[src/rtl/pc_sequencer.sv]
// Program-counter sequencer: conditional/indirect branches, call/return through
// a circular return-address stack, stall and a terminal HALT state.
module pc_sequencer #(
  parameter int unsigned        ADDR_W    = 16,
  parameter int unsigned        IMM_W     = 9,
  parameter int unsigned        RAS_DEPTH = 4,
  parameter logic [ADDR_W-1:0]  RESET_PC  = '0
) (
  input  logic              clk,
  input  logic              rst_n,
  input  logic              stall,
  input  logic              halt_req,
  input  logic              branch,
  input  logic              branchreg,
  input  logic              call,
  input  logic              ret,
  input  logic [2:0]        cond,
  input  logic [2:0]        flags,
  input  logic [IMM_W-1:0]  imm,
  input  logic [ADDR_W-1:0] reg_target,
  output logic [ADDR_W-1:0] pc,
  output logic [ADDR_W-1:0] pc_plus2,
  output logic              flush,
  output logic              halted,
  output logic              ras_ovf,
  output logic              ras_unf
);

  localparam int unsigned PW = $clog2(RAS_DEPTH);
  localparam int unsigned CW = PW + 1;

  typedef enum logic {S_RUN, S_HALT} state_t;

  state_t            state_q, state_d;
  logic [ADDR_W-1:0] pc_q, pc_d;
  logic [PW-1:0]     sp_q, sp_d;
  logic [CW-1:0]     cnt_q, cnt_d;
  logic              flush_q, flush_d;
  logic              ovf_q, ovf_d;
  logic              unf_q, unf_d;
  logic              push_en;
  logic [ADDR_W-1:0] ras_q [RAS_DEPTH];

  logic [ADDR_W-1:0] imm_ext;
  logic [ADDR_W-1:0] rel_target;
  logic [PW-1:0]     top_idx;
  logic              cond_met;
  logic              flag_z, flag_v, flag_n;

  assign flag_z     = flags[2];
  assign flag_v     = flags[1];
  assign flag_n     = flags[0];
  assign pc_plus2   = pc_q + ADDR_W'(2);
  assign imm_ext    = ADDR_W'($signed(imm));
  assign rel_target = pc_plus2 + (imm_ext << 1);
  assign top_idx    = sp_q - PW'(1);

  always_comb begin
    cond_met = 1'b0;
    unique case (cond)
      3'd0: cond_met = ~flag_z;
      3'd1: cond_met = flag_z;
      3'd2: cond_met = ~flag_z & ~flag_n;
      3'd3: cond_met = flag_n;
      3'd4: cond_met = flag_z | (~flag_z & ~flag_n);
      3'd5: cond_met = flag_n | flag_z;
      3'd6: cond_met = flag_v;
      3'd7: cond_met = 1'b1;
      default: cond_met = 1'b0;
    endcase
  end

  // sp_q always points at the next free slot; when full it is also the oldest
  // entry, so a push there overwrites it and keeps the ring consistent.
  always_comb begin
    state_d = state_q;
    pc_d    = pc_q;
    sp_d    = sp_q;
    cnt_d   = cnt_q;
    flush_d = 1'b0;
    ovf_d   = ovf_q;
    unf_d   = unf_q;
    push_en = 1'b0;
    if (state_q == S_RUN) begin
      if (halt_req) begin
        state_d = S_HALT;
      end else if (!stall) begin
        if (ret) begin
          if (cnt_q != '0) begin
            pc_d    = ras_q[top_idx];
            sp_d    = top_idx;
            cnt_d   = cnt_q - CW'(1);
            flush_d = 1'b1;
          end else begin
            pc_d  = pc_plus2;
            unf_d = 1'b1;
          end
        end else if (call) begin
          push_en = 1'b1;
          sp_d    = sp_q + PW'(1);
          pc_d    = rel_target;
          flush_d = 1'b1;
          if (cnt_q == CW'(RAS_DEPTH)) ovf_d = 1'b1;
          else                         cnt_d = cnt_q + CW'(1);
        end else if (branchreg && cond_met) begin
          pc_d    = reg_target;
          flush_d = 1'b1;
        end else if (branch && cond_met) begin
          pc_d    = rel_target;
          flush_d = 1'b1;
        end else begin
          pc_d = pc_plus2;
        end
      end
    end
  end

  always_ff @(posedge clk or negedge rst_n) begin
    if (!rst_n) begin
      state_q <= S_RUN;
      pc_q    <= RESET_PC;
      sp_q    <= '0;
      cnt_q   <= '0;
      flush_q <= 1'b0;
      ovf_q   <= 1'b0;
      unf_q   <= 1'b0;
      for (int unsigned i = 0; i < RAS_DEPTH; i++) ras_q[i] <= '0;
    end else begin
      state_q <= state_d;
      pc_q    <= pc_d;
      sp_q    <= sp_d;
      cnt_q   <= cnt_d;
      flush_q <= flush_d;
      ovf_q   <= ovf_d;
      unf_q   <= unf_d;
      if (push_en) ras_q[sp_q] <= pc_plus2;
    end
  end

  assign pc      = pc_q;
  assign flush   = flush_q;
  assign halted  = (state_q == S_HALT);
  assign ras_ovf = ovf_q;
  assign ras_unf = unf_q;

endmodule

[config.mk]
export PLATFORM = sky130hd
export DESIGN_NAME = pc_sequencer
export DESIGN_NICKNAME = d
export VERILOG_FILES = /design/src/rtl/pc_sequencer.sv
export SDC_FILE = /design/constraint.sdc
export NUM_CORES = 1
export LEC_CHECK = 0
export BUFFER_PORTS_ARGS = -buffer_cell sky130_fd_sc_hd__buf_2
export CAP_MARGIN = 20
export CORE_ASPECT_RATIO = 0.75
export CORE_MARGIN = 1
export CORE_UTILIZATION = 53
export DETAILED_ROUTE_END_ITERATION = 12
export GPL_ROUTABILITY_DRIVEN = 0
export PLACE_DENSITY = 0.77
export SLEW_MARGIN = 40
export SYNTH_ARGS = -nofsm -noshare
export SYNTH_HDL_FRONTEND = slang
export SYNTH_SLANG_ARGS = --single-unit
[constraint.sdc]
create_clock -name clk -period 3.3 [get_ports clk]
set_input_delay 0.66 -clock clk [delete_from_list [all_inputs] [get_ports clk]]
set_output_delay 0.66 -clock clk [all_outputs]
set_load 0.1 [all_outputs]
### After elaboration in Yosys (flattened, before gate mapping)

Index checks and enable logic that the tools add are counted.

| word-level totals | value |
|---|---|
| register bits | 89 |
| output and inout bits | 36 |
| word-level logic and storage cells | 87 |

| cells by class | value |
|---|---|
| add/sub/neg operators | 6 |
| magnitude comparators | 3 |
| eq/ne operators | 10 |
| multiplexer cells | 34 |
| bitwise logic cells | 12 |
| reduce and logical (&&, ||, !) cells | 11 |

Operator list:

| cell | count |
|---|---|
| 2-to-1 mux 16 bit | 8 |
| bitwise mux 64 bit | 1 |
| binary-select mux 16 bit (select 2 bit) | 1 |
| demux 16 bit (select 2 bit) | 1 |
| adder 16 bit | 1 |
| adder 16 x 2 -> 16 bit (second input constant) | 1 |
| equality test 3 bit (second input constant) | 5 |
| 2-to-1 mux 1 bit | 15 |
| 2-to-1 mux 3 bit | 4 |
| AND reduction 6 bit | 2 |
| AND reduction 5 bit | 2 |
| case mux 1 bit (8 select lines) | 1 |
| inverter 1 bit | 7 |
| equality test 3 x 2 -> 1 bit (second input constant) | 2 |
| >= comparator 3 bit (second input constant) | 2 |
| 2-to-1 mux 2 bit | 3 |
| inverter 2 -> 3 bit | 2 |
| adder 3 x 1 -> 3 bit (second input constant) | 1 |
| equality test 3 x 1 -> 1 bit (second input constant) | 1 |
| logical AND 1 bit | 3 |
| zero test 3 bit | 1 |
| < comparator 3 x 1 -> 1 bit (second input constant) | 1 |
| AND reduction 3 bit | 1 |
| nonzero test 3 bit | 1 |
| other kinds (8) | 9 |

### Logic depth before layout (Yosys ltp)

Gate-level depths: netlist of the first run.

| logic depth | value |
|---|---|
| word-level depth | 12 |
| gate-level depth with buffers | 13 |
| gate-level depth less buffers | 12 |

### Least setup slack after synthesis of the first run

OpenSTA, ideal clock, no wires.

| timing | value |
|---|---|
| kind | register to register |
| start point | register pc_q[1], in the netlist pc[1] |
| end point | register pc_q[11], in the netlist pc[11] |
| library setup time | 0.130 ns |
| data arrival time | 4.203 ns |
| required time | 3.170 ns |
| setup slack | -1.033 ns |
| stages on the path, launching flop included | 13 |
| buffers on the path | 1 |
| period minus slack after synthesis | 4.333 ns |
| cells stage by stage | dfrtp_1 -> ha_1 -> and3_1 -> clkbuf_1 -> nand3_1 -> xor2_1 -> inv_1 -> ha_1 -> and2_1 -> a221o_1 -> or3_1 -> a31oi_1 -> o22ai_1 |

| between the ends | value |
|---|---|
| word-level cells in the longest chain between the ends | 6 |
| elaborated cells between the ends (all ways) | 7 |
| classes of those cells | add/sub: 2; mux: 5 |

RTL lines:

| element | line | RTL |
|---|---|---|
| start: declaration | 35 | `logic [ADDR_W-1:0] pc_q, pc_d;` |
| start signal: assignment | 130 | `pc_q <= pc_d;` |
| adder 16 x 2 -> 16 bit (*) | 53 | `assign pc_plus2 = pc_q + ADDR_W'(2);` |
| net pc_plus2[9] | 22 | `output logic [ADDR_W-1:0] pc_plus2,` |
| adder 16 bit (*) | 55 | `assign rel_target = pc_plus2 + (imm_ext << 1);` |
| 2-to-1 mux 16 bit | 108 | `end else if (branch && cond_met) begin` |
| 2-to-1 mux 16 bit | 105 | `end else if (branchreg && cond_met) begin` |
| 2-to-1 mux 16 bit (*) | 98 | `end else if (call) begin` |
| 2-to-1 mux 16 bit (*) | 88 | `if (ret) begin` |

The timed path passes the listed nets; every way through them passes the cells marked *.
A chain may end at the register's enable or synchronous reset.

### Worst setup path after layout of the first run

| timing | value |
|---|---|
| start point | register pc_q[8], in the netlist pc[8] |
| end point | output pc_plus2[15] |

| between the ends | value |
|---|---|
| word-level cells in the longest chain between the ends | 1 |

RTL lines:

| element | line |
|---|---|
| adder 16 x 2 -> 16 bit | 53 |
| end: declaration | 22 |

No other way between the ends.

==> results of run 1 <==
-- cells by family after synthesis --
group,count (synthesis),share of synthesized area [%]
AOI/OAI and AO/OA,201,23.09
and+or+nand+nor,178,15.33
DFF,89,40.06
buffers and inverters,56,4.231
xor gates and xnor gates,24,3.781
adders and majority gates,24,5.672
muxes,23,7.833
-- power groups by stage --
stage	clock [uW]	sequential [uW]	combinational, uW
global route	1260	1190	1130
CTS	1210	1180	1050
floorplan	0	1330	653
finish	1200	1180	1070
detailed placement	0	1200	1050
global placement	0	1190	1030
-- sequential cells by signal, indices dropped and copies added, names as in the netlist --
register and flops:
ras_q 64, pc 16, cnt_q 3, sp_q 2
flush 1, halted 1, ras_ovf 1, ras_unf 1
-- critical path: cells and delay by family, from the launching register on --
kind	cells	cell delay, ns
xor+xnor	1	0.49
buf+inv	2	0.45
flops	1	0.49
simple gates	3	0.69
-- per-stage QoR --
stage	cell area, um2	TNS, ns
after floorplan	5816	-1.293
after global placement	6394	0
after detailed placement	6397	0
after CTS	6746	0
after global routing	6756	0
final	6756	0
-- cell type report --
cell class	count	area (um2)
Multi-Input combinational cell	450	3299
Fill cell	767	3173
Sequential cell	89	2258
Timing Repair Buffer	100	571.8
Clock buffer	9	225.2
Tap cell	132	165.2
Clock inverter	7	123.9
Inverter	25	112.6
-- routing by layer --
metal / global-route usage, % / vias to the layer above
met2: 49.04 / 286
met1: 43.40 / 2561
met5: 0 / -
met4: 11.21 / 0
met3: 6.629 / 47
li1: - / 2340
-- worst paths after layout --
check	start	to	slack [ns]	cells after the start
max	pc[8]	pc_plus2[15]	0.15	6
min	rst_n	ras_q[4]	0.33	1
max reg2reg	pc[1]	pc[11]	0.18	10
min reg2reg	ras_q[26]	ras_q[26]	0.48	2
max in group asynchronous	rst_n	ras_q[10]	2.33	2
min in group clk	ras_q[26]	ras_q[26]	0.48	2
-- cells in the final DEF (no fill, tap or decap), types with 4 or more instances in the layout --
cell        synthesis  final
o211ai_1            5      5
and2_1              5      4
mux2_2              4      4
o221ai_1            5      5
nand2_1            91     91
nand2b_1            4      4
dfrtp_2             0      4
buf_4               1     26
and3_1              9      7
nor3_1              8      7
a221oi_1            8      8
ha_1               22     16
a22oi_1             4      4
nand3_1             7      5
inv_1              25     20
xnor2_1            14     12
xor2_1             10      7
nor2b_1             5      5
nor2_1             24     23
clkbuf_16           0      9
a211oi_1            4      4
a21oi_1            28     28
o22ai_1             4      4
buf_2               5     73
dfrtp_1            89     78
or3_1               5      5
mux4_2             16     16
a21o_1              7      7
clkinvlp_4          0      5
a31oi_1             4      4
dfrtp_4             0      7
ha_4                0      6
o21ai_0            93     93
-- repair_timing --
action                                  in CTS  in global routing
endpoints found under the setup margin       0                  3
endpoints found under the hold margin        0                  0
buffers inserted                             0                  1
==> impl_metrics.env, run 1 <==
export IMPL_tightest_slew_ns=0.7759
export IMPL_synth_most_common_cell="o21ai_0"
export IMPL_ant_nets=0
export IMPL_max_slew_margin_rel_pct=47.99
export IMPL_ys_types=69
export IMPL_total_power_uw=3447
export IMPL_cap_violations=0
export IMPL_worstSkewPairLatency_ns=0.34
export IMPL_power_density_nw_per_um2=510.2
export IMPL_numCtsBuffers=9
export IMPL_slowest_stage="dfrtp_2"
export IMPL_synthesis_nets=658
export IMPL_htreeDepth=3
export IMPL_drive_above_1_share_pct=27.21
export IMPL_dpl_worst_slack_ns=0.1781
export IMPL_swShare_pct=36.43
export IMPL_grtUsageTotal_pct=31.48
export IMPL_finalHoldViolCount=0
export IMPL_drt_iter0_markers=447
export IMPL_dpl_hpwl_mm=12.14
export IMPL_grt_overflow=0
export IMPL_first_global_vias=5085
export IMPL_p_clk_share_pct=34.8
export IMPL_clock_fmax_mhz=317.9
export IMPL_p_comb_share_pct=31.0
export IMPL_hold_path_class="in -> async"
export IMPL_crit_arrival_ns=2.49
export IMPL_synth_edf_count=0
export IMPL_syn_to_final_growth_pct=21.54
export IMPL_coreArea_um2=9930
export IMPL_slowest_delay_ns=0.49
export IMPL_nets=738
export IMPL_final_util_pct=68.04
export IMPL_synth_warnings=0
export IMPL_hold_buffers=0
export IMPL_start_util_pct=55.99
export IMPL_syn_area_per_cell_um2=9.343
export IMPL_netlist_top_cells_area="dfrtp_1 (40%), o21ai_0 (8.4%), mux4_2 (6.5%)"
export IMPL_crit_path_end_kind="output pin"
export IMPL_ys_async_sr_fraction_pct=100.0
export IMPL_crit_type="reg -> out"
export IMPL_drv_slew=0
export IMPL_post_route_min_period_ns=3.146
export IMPL_final_setup_viol_count=0
export IMPL_dieArea_um2=10910
export IMPL_top_layer_used="met4"
export IMPL_antenna_cells=0
export IMPL_leakage_uw=0.002940
export IMPL_status="finished, final reports clean"
export IMPL_wirelength_mm=16.45
export IMPL_clockBufferDepth=2
export IMPL_synthesis_area_um2=5559
export IMPL_worst_slack_ns=0.1539
export IMPL_fin_crit_sh_pct=95.34
export IMPL_cts_sinks=89
export IMPL_synth_seq_area_share_pct=40.06
export IMPL_cts_repair_resized=0
export IMPL_cts_tree="yes"
export IMPL_num_vias=5234
export IMPL_ios=75
export IMPL_drcViolationCount=0
export IMPL_antenna_found_initial=0
export IMPL_cp_cell_sequence="and4_1 -> and3_1 -> nand4_1 -> xor2_1 -> inv_1 -> buf_2"
export IMPL_via_per_inst=6.446
export IMPL_wl_per_cell_um=20.25
export IMPL_clk_pin_slew_ns=0.06
export IMPL_peakVddDrop_mv=0.3336
export IMPL_rsz0062_at_grt="false"
export IMPL_synth_top_area_share_pct=40.06
export IMPL_place_inst=795
export IMPL_synth_top_cell_by_area="dfrtp_1"
export IMPL_crit_fanout=7
export IMPL_grt_first_pass_wirelength_mm=26.65
export IMPL_wl_met2_mm=7.638
export IMPL_p_seq_share_pct=34.3
export IMPL_layoutNonFillerInstCount=812
export IMPL_switching_power_uw=1256
export IMPL_clock_root_buffer="clkbuf_16"
export IMPL_synth_cells=595
export IMPL_ys_ff_latch=89
export IMPL_grt_max_degree=74
export IMPL_first_pass_iters=7
export IMPL_num_rows=31
export IMPL_worstSetupStartpointType="register"
export IMPL_ys_flop_type="dfrtp_1"
export IMPL_die_h_um=90.70
export IMPL_hold_slack_ns=0.3323
export IMPL_intPower_uw=2191
export IMPL_wl_met1_mm=6.922
export IMPL_synth_commonest_cells="o21ai_0 (93), nand2_1 (91), dfrtp_1 (89), a21oi_1 (28), inv_1 (25)"
export IMPL_die_w_um=120.3
export IMPL_io_buffers=74
export IMPL_skew_ns=0.004043
export IMPL_required_ns=2.64
export IMPL_dr_wl_met3_mm=1.374
Note: power is estimated with default switching activity, not from simulation.
==> run 2: changes to the inputs <==
--- a/config.mk
+++ b/config.mk
@@ -5,7 +5,7 @@
 export SDC_FILE = /design/constraint.sdc
 export NUM_CORES = 1
 export LEC_CHECK = 0
-export BUFFER_PORTS_ARGS = -buffer_cell sky130_fd_sc_hd__buf_2
+export BUFFER_PORTS_ARGS = -buffer_cell sky130_fd_sc_hd__buf_4
 export CAP_MARGIN = 20
 export CORE_ASPECT_RATIO = 0.75
 export CORE_MARGIN = 1
==> run 2 against run 1 <==
Register-to-register slack lost 0.03 ns; highest routed layer unchanged; sequential share of layout area is 0.59 points lower; combinational power up 4%; via count fell by 1.6%; utilization increased by 1.2 points; die area unchanged; largest power group is now registers; critical path depth up 4; clock-buffer cell count increased by 2.
==> impl_metrics.env, run 2 (synthesis results as in run 1) <==
export IMPL_ant_nets=0
export IMPL_dpl_hpwl_mm=12.26
export IMPL_start_util_pct=55.99
export IMPL_final_util_pct=69.27
export IMPL_worstSkewPairLatency_ns=0.35
export IMPL_clockBufferDepth=2
export IMPL_nets=735
export IMPL_tightest_slew_ns=0.7651
export IMPL_drv_slew=0
export IMPL_wirelength_mm=16.56
export IMPL_first_pass_iters=5
export IMPL_leakage_uw=0.002962
export IMPL_cts_sinks=89
export IMPL_hold_path_class="in -> async"
export IMPL_grtUsageTotal_pct=32.15
export IMPL_dpl_worst_slack_ns=0.1944
export IMPL_final_common_cell="buf_4"
export IMPL_p_comb_share_pct=33.2
export IMPL_syn_to_final_growth_pct=23.72
export IMPL_drt_iter0_markers=504
export IMPL_numCtsBuffers=9
export IMPL_antenna_cells=0
export IMPL_htreeDepth=3
export IMPL_grt_max_degree=75
export IMPL_peakVddDrop_mv=0.3314
export IMPL_clk_pin_slew_ns=0.07
export IMPL_skew_ns=0.008865
export IMPL_crit_fanout=9
export IMPL_worstSetupStartpointType="register"
export IMPL_p_clk_share_pct=31.5
export IMPL_status="finished, final reports clean"
export IMPL_num_vias=5152
export IMPL_crit_arrival_ns=3.38
export IMPL_final_setup_viol_count=0
export IMPL_antenna_found_initial=0
export IMPL_max_slew_margin_rel_pct=48.94
export IMPL_rsz0062_at_grt="false"
export IMPL_drcViolationCount=0
export IMPL_hold_slack_ns=0.3308
export IMPL_ios=75
export IMPL_clock_fmax_mhz=317.2
export IMPL_grt_overflow=0
export IMPL_coreArea_um2=9930
export IMPL_switching_power_uw=1257
export IMPL_clock_root_buffer="clkbuf_16"
export IMPL_via_per_inst=6.368
export IMPL_num_rows=31
export IMPL_grt_first_pass_wirelength_mm=26.88
export IMPL_worst_slack_ns=0.1476
export IMPL_cap_violations=0
export IMPL_swShare_pct=37.53
export IMPL_io_buffers=74
export IMPL_finalHoldViolCount=0
export IMPL_dieArea_um2=10910
export IMPL_crit_path_end_kind="register"
export IMPL_crit_type="reg -> reg"
export IMPL_intPower_uw=2093
export IMPL_regMostFlops="ras_q"
export IMPL_required_ns=3.53
export IMPL_post_route_min_period_ns=3.152
export IMPL_fin_crit_sh_pct=95.53
export IMPL_total_power_uw=3350
export IMPL_p_seq_share_pct=35.3
export IMPL_wl_per_cell_um=20.47
export IMPL_final_cell_mix="buf_4 (96), o21ai_0 (93), nand2_1 (91)"
export IMPL_die_w_um=120.3
export IMPL_drive_above_1_share_pct=26.88
export IMPL_power_density_nw_per_um2=487.1
export IMPL_largest_reg_flops=64
export IMPL_first_global_vias=5155
export IMPL_cts_tree="yes"
export IMPL_die_h_um=90.70
export IMPL_hold_buffers=0
## run 2: final cells by class
type                       count  area (um2)
tap                          132       165.2
clock buffer                  11       242.7
multi-input combinational    450        3307
clock inverter                 5       60.06
sequential                    89        2258
inverter                      25       112.6
timing repair buffer          97       732.0
fill                         781        3052
## run 2: routing by layer
layer | up-vias | share of wire (%) | track usage [%]
li1 | 2338 | - | -
met5 | - | 0 | 0
met1 | 2500 | 42 | 43.74
met3 | 46 | 9.2 | 6.944
met4 | 0 | 3.1 | 13.07
met2 | 268 | 46 | 49.86
## run 2: power groups by stage
stage | logic, uW | registers [uW] | clock network, uW
after floorplan | 653 | 1330 | 0
after global placement | 1070 | 1200 | 0
after detailed placement | 1090 | 1200 | 0
after CTS | 1100 | 1180 | 1060
after global routing | 1180 | 1190 | 1110
final | 1110 | 1180 | 1060
## run 2: path summary, 6_finish.rpt
| path | startpoint | endpoint | slack, ns | cells past startpoint |
|---|---|---|---|---|
| setup / recovery | pc[1] | pc[11] | 0.15 | 10 |
| hold / removal | rst_n | ras_q[0] | 0.33 | 1 |
| setup reg to reg | pc[1] | pc[11] | 0.15 | 10 |
| hold reg to reg | ras_ovf | ras_ovf | 0.47 | 1 |
| max in group asynchronous | rst_n | ras_q[63] | 2.32 | 2 |
| min in group clk | ras_ovf | ras_ovf | 0.47 | 1 |
## run 2: timing repair
item | in CTS | in global routing
endpoints found under the setup margin | 0 | 2
buffers inserted | 0 | 1
gates resized for setup | 0 | 1
## run 2: through the flow
stage          cell area (um2)  setup TNS [ns]  instances
2_1_floorplan             5816          -1.293        595
3_3_place_gp              6554               0        792
3_5_place_dp              6564               0        792
4_1_cts                   6867               0        808
5_1_grt                   6878               0        809
6_report                  6878               0        809
## run 2: worst max-delay path, stage by stage (launching register included)
cell	delay, ns
dfrtp_4	0.53
and4_1	0.31
and2_4	0.19
xnor2_4	0.22
clkinvlp_4	0.19
ha_4	0.30
a21o_1	0.20
a221o_1	0.45
or3_1	0.36
a31oi_1	0.19
o22ai_1	0.09
==> run 3: changes to the inputs <==
--- a/config.mk
+++ b/config.mk
@@ -10,9 +10,10 @@
 export CORE_ASPECT_RATIO = 0.75
 export CORE_MARGIN = 1
 export CORE_UTILIZATION = 53
+export CTS_CLUSTER_SIZE = 25
 export DETAILED_ROUTE_END_ITERATION = 12
 export GPL_ROUTABILITY_DRIVEN = 0
-export PLACE_DENSITY = 0.77
+export PLACE_DENSITY = 0.83
 export SLEW_MARGIN = 40
 export SYNTH_ARGS = -nofsm -noshare
 export SYNTH_HDL_FRONTEND = slang
==> run 3 against run 2 <==
Design area is essentially flat; fmax shrank 1.1%; hold slack worse by 0.036 ns; combinational power is essentially flat; critical path depth rose by 1; non-clock buffer count is the same; via count increased by 2.7%.
==> impl_metrics.env, run 3 (synthesis results as in run 1) <==
export IMPL_status="finished, final reports clean"
export IMPL_grt_overflow=0
export IMPL_regMostFlops="ras_q"
export IMPL_finalHoldViolCount=0
export IMPL_switching_power_uw=1256
export IMPL_final_common_cell="buf_4"
export IMPL_fin_crit_sh_pct=96.60
export IMPL_crit_fanout=9
export IMPL_dpl_hpwl_mm=12.29
export IMPL_final_cell_mix="buf_4 (96), o21ai_0 (93), nand2_1 (91)"
export IMPL_start_util_pct=55.99
export IMPL_skew_ns=0.008497
export IMPL_grt_first_pass_wirelength_mm=26.65
export IMPL_hold_path_class="in -> async"
export IMPL_rsz0062_at_grt="false"
export IMPL_first_global_vias=5192
export IMPL_antenna_found_initial=0
export IMPL_nets=735
export IMPL_crit_path_end_kind="register"
export IMPL_p_seq_share_pct=35.6
export IMPL_clock_fmax_mhz=313.7
export IMPL_clock_root_buffer="clkbuf_16"
export IMPL_r2r_setup_slack_ns=0.11
export IMPL_drv_slew=0
export IMPL_ant_nets=0
export IMPL_crit_arrival_ns=3.41
export IMPL_leakage_uw=0.002966
export IMPL_crit_type="reg -> reg"
export IMPL_clk_pin_slew_ns=0.07
export IMPL_coreArea_um2=9930
export IMPL_power_density_nw_per_um2=483.3
export IMPL_worstSetupStartpointType="register"
export IMPL_drt_iter0_markers=641
export IMPL_drive_above_1_share_pct=26.74
export IMPL_post_route_min_period_ns=3.188
export IMPL_clockBufferDepth=2
export IMPL_total_power_uw=3323
export IMPL_final_util_pct=69.24
export IMPL_final_setup_viol_count=0
export IMPL_die_h_um=90.70
export IMPL_swShare_pct=37.79
export IMPL_finalSetupTns_ns=0
export IMPL_dieArea_um2=10910
export IMPL_max_slew_margin_rel_pct=50.08
export IMPL_via_per_inst=6.543
export IMPL_critPathTopFamily="simple AND/OR/NAND/NOR gates"
export IMPL_antenna_cells=0
export IMPL_wirelength_mm=16.72
export IMPL_syn_to_final_growth_pct=23.68
export IMPL_p_clk_share_pct=31.0
export IMPL_cp_cell_sequence="and4_1 -> nand4_1 -> xor2_2 -> clkinvlp_4 -> ha_4 -> and4_1 -> o2111ai_1 -> nand2_1 -> or3_1 -> a31oi_1 -> o22ai_1"
export IMPL_ios=75
export IMPL_wl_per_cell_um=20.67
export IMPL_cts_sinks=89
export IMPL_drcViolationCount=0
export IMPL_grtUsageTotal_pct=31.49
export IMPL_grt_max_degree=52
export IMPL_slowest_delay_ns=0.49
export IMPL_slowest_stage="dfrtp_4"
export IMPL_num_vias=5293
export IMPL_intPower_uw=2067
export IMPL_largest_reg_flops=64
export IMPL_p_comb_share_pct=33.4
export IMPL_worstSkewPairLatency_ns=0.35
export IMPL_num_rows=31
export IMPL_crit_top_cell="and4_1"
export IMPL_htreeDepth=3
export IMPL_first_pass_iters=6
export IMPL_die_w_um=120.3
export IMPL_required_ns=3.52
export IMPL_cts_tree="yes"
export IMPL_path_buf_inv=1
export IMPL_peakVddDrop_mv=0.3107
export IMPL_numCtsBuffers=9
export IMPL_io_buffers=74
export IMPL_cap_violations=0
export IMPL_tightest_slew_ns=0.7488
export IMPL_fillerInstances=735
run 3: through the flow:
stage / cells / setup WS [ns] / hold slack (ns) / instance area [um2]
after floorplan: 595 / -0.3152 / 0.3644 / 5816
after CTS: 808 / 0.1456 / 0.3044 / 6868
final: 809 / 0.1122 / 0.2948 / 6875
after detailed placement: 792 / 0.1903 / 0.4644 / 6573
after global routing: 809 / 0.003707 / 0.3209 / 6875
after global placement: 792 / 0.2963 / 0.4432 / 6566
run 3: what timing repair did:
item / in CTS / in global routing
setup buffers: 0 / 1
resized for setup: 0 / 0
endpoints found under the setup margin: 0 / 3
hold buffers: 0 / 0
run 3: path summary, 6_finish.rpt:
kind | end | start | cells after the start
worst max-delay path | pc[11] | pc[1] | 11
worst min-delay path | ras_q[0] | rst_n | 1
worst max register to register | pc[11] | pc[1] | 11
worst min register to register | ras_unf | ras_unf | 1
max in group asynchronous | pc[10] | rst_n | 2
min in group clk | ras_unf | ras_unf | 1
run 3: cell type report:
| cell class | count | area (um2) | share of cell area [%] |
|---|---|---|---|
| multi-input cells | 450 | 3303 | 48.04 |
| clock inverters | 7 | 70.07 | 1.019 |
| flip-flops and latches | 89 | 2258 | 32.85 |
| repair buffers | 97 | 740.7 | 10.77 |
| inverters | 25 | 112.6 | 1.638 |
| well taps | 132 | 165.2 | 2.402 |
| clock buffers | 9 | 225.2 | 3.276 |
run 3: power groups by stage:
| stage | Sequential [uW] | Clock (uW) | Combinational, uW |
|---|---|---|---|
| 3_5_place_dp | 1200 | 0 | 1090 |
| 4_1_cts | 1180 | 1040 | 1090 |
| 6_report | 1180 | 1030 | 1110 |
| 5_1_grt | 1180 | 1080 | 1170 |
| 2_1_floorplan | 1330 | 0 | 653 |
| 3_3_place_gp | 1190 | 0 | 1070 |
run 3: metal layers:
layer	GRT usage, %	share of wire [%]
met5	0	0
met4	11.01	3.1
met3	6.881	9.0
met2	48.71	46
met1	43.62	42
